File: src/rtl/risc_run_controller.sv
`default_nettype none
// ============================================================================
// Module   : risc_run_controller
// Brief    : Run/step/halt sequencer for a RISC core with breakpoint, cycle
//            limit and external halt, plus a saturating retired-cycle counter.
// Revision : 1.0 - initial release
// ============================================================================
module risc_run_controller #(
    parameter int CNT_W = 32
) (
    input  logic             CLK,
    input  logic             RST,
    input  logic             start,
    input  logic             step,
    input  logic             clear,
    input  logic             halt_req,
    input  logic             bp_en,
    input  logic [31:0]      bp_addr,
    input  logic [CNT_W-1:0] max_cycles,
    input  logic [31:0]      pc,
    input  logic             halt_instr,
    output logic             core_en,
    output logic             core_rst,
    output logic [1:0]       state,
    output logic [CNT_W-1:0] cycle_count,
    output logic             done,
    output logic [2:0]       cause
);

    typedef enum logic [1:0] {
        ST_IDLE   = 2'd0,
        ST_RUN    = 2'd1,
        ST_STEP   = 2'd2,
        ST_HALTED = 2'd3
    } state_t;

    localparam logic [2:0] c_CAUSE_NONE  = 3'd0;
    localparam logic [2:0] c_CAUSE_HALT  = 3'd1;
    localparam logic [2:0] c_CAUSE_BP    = 3'd2;
    localparam logic [2:0] c_CAUSE_LIMIT = 3'd3;
    localparam logic [2:0] c_CAUSE_HREQ  = 3'd4;
    localparam logic [2:0] c_CAUSE_STEP  = 3'd5;

    state_t           r_state;
    state_t           w_state_nxt;
    logic [CNT_W-1:0] r_cnt;
    logic [CNT_W-1:0] w_cnt_nxt;
    logic [2:0]       r_cause;
    logic [2:0]       w_cause_nxt;
    logic             r_bp_skip;
    logic             w_skip_nxt;
    logic             r_done;
    logic             w_done_nxt;

    logic             w_stop_hi;
    logic             w_stop_bp;
    logic             w_stop_lim;
    logic             w_stop;
    logic [2:0]       w_stop_cause;
    logic             w_core_en;

    // Stop conditions only matter in RUN; the priority chain picks the cause.
    always_comb begin
        w_stop_hi    = halt_instr;
        w_stop_bp    = bp_en && (pc == bp_addr) && !r_bp_skip;
        w_stop_lim   = (max_cycles != '0) && (r_cnt >= max_cycles);
        w_stop       = w_stop_hi || w_stop_bp || w_stop_lim || halt_req;
        w_stop_cause = c_CAUSE_NONE;
        if (w_stop_hi) begin
            w_stop_cause = c_CAUSE_HALT;
        end else if (w_stop_bp) begin
            w_stop_cause = c_CAUSE_BP;
        end else if (w_stop_lim) begin
            w_stop_cause = c_CAUSE_LIMIT;
        end else if (halt_req) begin
            w_stop_cause = c_CAUSE_HREQ;
        end
    end

    always_comb begin
        w_core_en   = 1'b0;
        w_state_nxt = r_state;
        w_cnt_nxt   = r_cnt;
        w_cause_nxt = r_cause;
        w_skip_nxt  = r_bp_skip;

        case (r_state)
            ST_RUN:  w_core_en = !w_stop;
            ST_STEP: w_core_en = 1'b1;
            default: w_core_en = 1'b0;
        endcase

        if (w_core_en && (r_cnt != {CNT_W{1'b1}})) begin
            w_cnt_nxt = r_cnt + 1'b1;
        end

        if (clear) begin
            w_state_nxt = ST_IDLE;
        end else begin
            case (r_state)
                ST_IDLE: begin
                    if (start) begin
                        w_state_nxt = ST_RUN;
                        w_cnt_nxt   = '0;
                        w_cause_nxt = c_CAUSE_NONE;
                        w_skip_nxt  = 1'b0;
                    end
                end
                ST_RUN: begin
                    if (w_stop) begin
                        w_state_nxt = ST_HALTED;
                        w_cause_nxt = w_stop_cause;
                    end else begin
                        // First executed cycle after a resume moves past the breakpoint.
                        w_skip_nxt  = 1'b0;
                    end
                end
                ST_STEP: begin
                    w_state_nxt = ST_HALTED;
                    w_cause_nxt = c_CAUSE_STEP;
                end
                default: begin
                    if (start) begin
                        w_state_nxt = ST_RUN;
                        w_skip_nxt  = 1'b1;
                    end else if (step) begin
                        w_state_nxt = ST_STEP;
                    end
                end
            endcase
        end

        w_done_nxt = (w_state_nxt == ST_HALTED) && (r_state != ST_HALTED);
    end

    always_ff @(posedge CLK) begin
        if (RST) begin
            r_state   <= ST_IDLE;
            r_cnt     <= '0;
            r_cause   <= c_CAUSE_NONE;
            r_bp_skip <= 1'b0;
            r_done    <= 1'b0;
        end else begin
            r_state   <= w_state_nxt;
            r_cnt     <= w_cnt_nxt;
            r_cause   <= w_cause_nxt;
            r_bp_skip <= w_skip_nxt;
            r_done    <= w_done_nxt;
        end
    end

    assign core_en     = w_core_en;
    assign core_rst    = (r_state == ST_IDLE);
    assign state       = r_state;
    assign cycle_count = r_cnt;
    assign done        = r_done;
    assign cause       = r_cause;

endmodule
`default_nettype wire

File: config.mk
export PLATFORM = sky130hd
export DESIGN_NAME = risc_run_controller
export DESIGN_NICKNAME = d
export VERILOG_FILES = /design/src/rtl/risc_run_controller.sv
export SDC_FILE = /design/constraint.sdc
export NUM_CORES = 1
export LEC_CHECK = 0
export ABC_AREA = 1
export CAP_MARGIN = 10
export CORE_MARGIN = 3
export CORE_UTILIZATION = 40
export DETAILED_ROUTE_END_ITERATION = 12
export DONT_BUFFER_PORTS = 1
export PLACE_DENSITY_LB_ADDON = 0.08
export RECOVER_POWER = 50
export SETUP_SLACK_MARGIN = 0.2
export SLEW_MARGIN = 20
export SYNTH_ARGS = -nofsm -noshare
export SYNTH_HDL_FRONTEND = slang
export SYNTH_SLANG_ARGS = --single-unit
File: constraint.sdc
create_clock -name CLK -period 1.9 [get_ports CLK]
set_input_delay 0.285 -clock CLK [delete_from_list [all_inputs] [get_ports CLK]]
set_output_delay 0.285 -clock CLK [all_outputs]
set_load 0.03 [all_outputs]
After elaboration in Yosys (flattened, before gate mapping):

Index checks and enable logic that the tools add are counted.

* output and inout bits: 40
* bits in registers: 39
* word-level logic and storage cells: 56

* reductions and logical operators: 16
* eq/ne operators: 9
* bitwise logic cells: 2
* order comparisons: 1
* add/sub/neg operators: 1
* mux-type cells: 22

Operator list (count)
* $mux W32: 4
* $add A32 B1 Y32 const B: 1
* $eq A32 B32 Y1: 1
* $ge A32 B32 Y1: 1
* $ne A32 B32 Y1 const B: 1
* $reduce_bool A32 Y1: 1
* $mux W3: 6
* $mux W2: 5
* $pmux W3 S3: 1
* $ne A2 B2 Y1 const B: 4
* $pmux W2 S3: 1
* $logic_and A1 B1 Y1: 5
* $reduce_and A5 Y1: 1
* $eq A2 B2 Y1 const B: 2
* $reduce_and A4 Y1: 1
* $logic_or A1 B1 Y1: 3
* $mux W1: 3
* $pmux W1 S3: 1
* $reduce_bool A3 Y1: 1
* $eq A2 B1 Y1 const B: 1
* $logic_not A1 Y1: 2
* $logic_not A2 Y1: 1
* $not A1 Y1: 2
* $pmux W1 S2: 1
* $reduce_bool A2 Y1: 1

Logic depth before layout (Yosys ltp):

* word-level depth: 13
* gate-level depth with buffers: 22
* gate-level depth less buffers: 20

Worst setup path after synthesis:

OpenSTA, ideal clock, no wires.

* kind: reg2out
* start point: register r_cnt[7], in the netlist cycle_count[7]
* end point: output core_en
* data required time: 1.615 ns
* arrival: 2.100 ns
* path buffers: 0
* stages on the path, launching flop included: 13
* path slack: -0.485 ns
* cell sequence: dfxtp_1 ha_1 a21oi_1 nand2_1 nor2_1 nand2_1 nand2_1 nand2_1 nand2_1 nand2_1 nand2_2 nand4_4 a21oi_1

* word-level cells in the longest chain between the ends: 6

RTL lines
* start: declaration: RTL line 46 `logic [CNT_W-1:0] r_cnt;`
* start signal: assignment: RTL line 145 `r_cnt <= w_cnt_nxt;`
* $ge A32 B32 Y1: RTL line 66 `w_stop_lim = (max_cycles != '0) && (r_cnt >= max_cycles);`
* $logic_and A1 B1 Y1: RTL line 66
* $logic_or A1 B1 Y1 (2 in series): RTL line 67 `w_stop = w_stop_hi || w_stop_bp || w_stop_lim || halt_req;`
* $logic_not A1 Y1: RTL line 88 `ST_RUN: w_core_en = !w_stop;`
* $pmux W1 S2: RTL line 87 `case (r_state)`
* end: declaration: RTL line 22 `output logic core_en,`

No other way between the ends.

Worst setup path in the final report:

* start point: register r_cnt[29], in the netlist cycle_count[29]
* end point: output core_en

Same word-level chain as after synthesis.

==> flow_summary.toml <==
[run]
max_cap_viol_count = 0

[sta]
worst_slack_ns = -0.501
report.final.slew_viol_count = 0
fin_crit_sh_pct = 126
min_period_ns = 2.40
hold_violations = 0
clock.fmax_mhz = 416
relSlewSlack_pct = 59.9
worst_slew_pin_slew_ns = 0.600
finalSetupViolCount = 39
finClkSkew_ns = 0.0134
rsz0062_at_grt = "true"
hold_ws_ns = 0.0366

[critical_path]
rr_startpoint = "cycle_count[15]"
crit_type = "reg2out"
reg2regPathDepth = 17
crit_end = "core_en"
r2r-end = "cycle_count[18]"
end_kind = "primary output"
worstSetupStartpoint = "cycle_count[29]"
rrSetupSlack_ns = -0.42
required_ns = 1.62
crit_fanout = 2
startpoint_type = "flip-flop"
critical_path_arrival_ns = 2.12

[place]
dp_slack_ns = -0.351
dp.cells = 946
numPortBuffers = 0
place.gp.congestion = 0.836
dp_hpwl_microns = 10200

[power_and_ir_drop]
p_seq_share_pct = 42.2
switching_share_pct = 31.2
p_clk_share_pct = 34.1
p_leak_nw = 2.81
p_comb_share_pct = 23.7
total_power_mw = 1.89
ir_worst_vdd_v = 0.000419
power.density_nw_per_um2 = 330
internal_power_mw = 1.30
p_switching_mw = 0.590

[global_route]
grt_overflow = 0
antenna_found_initial = 0
grt_pass1_vias = 4467
track_usage_pct = 20.7
grt_max_degree = 59
grt_pass1_wl_microns = 19900

[floorplan]
die_area_sq_um = 11800
rows = 36
die_w_microns = 109
die_h_microns = 109
core_sq_um = 10000
start_util_pct = 42.1
io_pins = 144

[worst_hold_path]
hold_class = "in2reg"
min_path_cells = 1

[layout]
final_common_cell = "nand2_1"
synthToLayoutAreaGrowth_pct = 35.9
diodes = 0
nFillCells = 1016
final_nets = 974
layoutNonFillerInstCount = 967
drive_gt1_share_pct = 26.0
layout_common_cells = "nand2_1, inv_1, nor2_1"

[synth]
synth_fp_nets = 875
syn_area_sq_um = 4210
syn-instance-count = 734
synth_warnings = 0
seq_area_frac_synth_pct = 18.6
synth_seq_cells = 39
syn_area_per_cell_sq_um = 5.73
yosysUniqueCellTypes = 34
synth_area_leader_cell = "dfxtp_1"
synth.area.top_cells = "dfxtp_1, nand2_1, inv_1"
netlist.area_leader.share_pct = 18.6

[clock_tree]
clk_pin_slew_ns = 0.08
cts-htree-levels = 2
cts_root_buf = "clkbuf_8"
cts_buffers = 5
cts.sinks = 39
cts_tree = "yes"
cts_max_path_buffers = 2
insertion_delay_ns = 0.30

[detailed_routing]
drtIter0Drc = 218
viasPerCell = 4.92
vias = 4758
drc = 0
wirelength_microns = 13100
wire_per_inst_microns = 13.6
dr.pass1.iters = 5
final_antenna_net_count = 0

[run_status]
failed_checks = "setup timing"
status = "finished with violations"
flip-flops by register name (all words and copies together) (netlist names):
signal	cells
cause	3
cycle_count	32
done	1
r_bp_skip	1
state	2
power by group through the flow:
stage / registers (mW) / logic [mW] / clock network (mW)
floorplan: 0.823 / 0.289 / 0
global placement: 0.816 / 0.362 / 0
detailed placement: 0.817 / 0.376 / 0
CTS: 0.797 / 0.387 / 0.666
global route: 0.798 / 0.497 / 0.699
finish: 0.797 / 0.448 / 0.644
cell type report:
cell class	instances	area (sq um)	area share, %
Multi-Input combinational cell	529	3110	54.4
Tap cell	133	166	2.91
Sequential cell	39	875	15.3
Clock buffer	8	100	1.75
Timing Repair Buffer	106	888	15.5
Inverter	152	576	10.1
worst min path at each step:
stage	startpoint	to	slack, ns
global route	RST	r_bp_skip	0.02
floorplan	RST	state[0]	0.35
detailed placement	RST	state[1]	0.36
finish	RST	cause[1]	0.04
global placement	RST	state[1]	0.35
CTS	RST	state[1]	0.03
critical path, stage by stage, from the launching register on:
cell and delay (ns):
dfxtp_4 0.34, ha_1 0.31, a21oi_2 0.16, o21a_1 0.13, nand2_1 0.09, a21oi_2 0.14, nand2_2 0.08, nand2_2 0.10
nand4_4 0.09, buf_6 0.14, a21oi_4 0.25
cell families (layout without fill, tap and decap cells):
kind of cell             Yosys count  in the layout  share of synthesized area, %
AO/OA/AOI/OAI                     35             35                          4.52
XOR/XNOR                          15             15                          3.12
adder cells (fa/ha/maj)           37             37                          11.0
buffers and inverters            167            266                          15.9
flip-flops                        39             39                          18.6
AND/OR/NAND/NOR                  441            442                          46.9
metrics by stage:
stage                     utilization [%]  cell area [sq um]  TNS [ns]
after detailed placement             52.6               5260    -10.76
after global placement               52.6               5260     -8.39
after global routing                 57.2               5720    -18.23
after CTS                            54.5               5450    -10.67
final                                57.2               5720    -12.05
after floorplan                         -               4450     -2.68
synthesized netlist by cell type:
library cell	instances
o21a_1	2
nand2_4	1
nand4_4	1
nor3_1	8
buf_2	2
a21oi_1	22
nor3_2	1
inv_2	7
nor4_1	10
o21ai_1	1
nand4_2	2
nand4_1	43
nor2_2	4
xnor2_1	1
nand3_1	45
buf_8	1
o21ai_0	7
nand3b_1	2
ha_1	37
nand3_4	1
inv_1	145
buf_6	4
nor2_1	130
dfxtp_1	39
xor2_1	14
nand3_2	2
o2111ai_1	1
o211ai_1	1
nand2_2	5
nand2_1	185
a2111oi_0	1
nor3_4	1
clkbuf_1	6
buf_1	2
layer usage:
layer / up-vias / track usage, % / wire length, microns
met1: 2117 / 25.9 / 5800
met4: 0 / 4.51 / 142
met2: 127 / 37.0 / 6420
li1: 2502 / - / -
met5: - / 0 / 0
met3: 12 / 3.46 / 783
repair_timing:
item,4_1_cts,5_1_grt
cloned,0,7
setup buffers,3,3
hold buffers,0,0
pin swaps,8,25
endpoints found under the setup margin,39,39
resized for setup,15,34
Power figures use the tool's default switching activity.
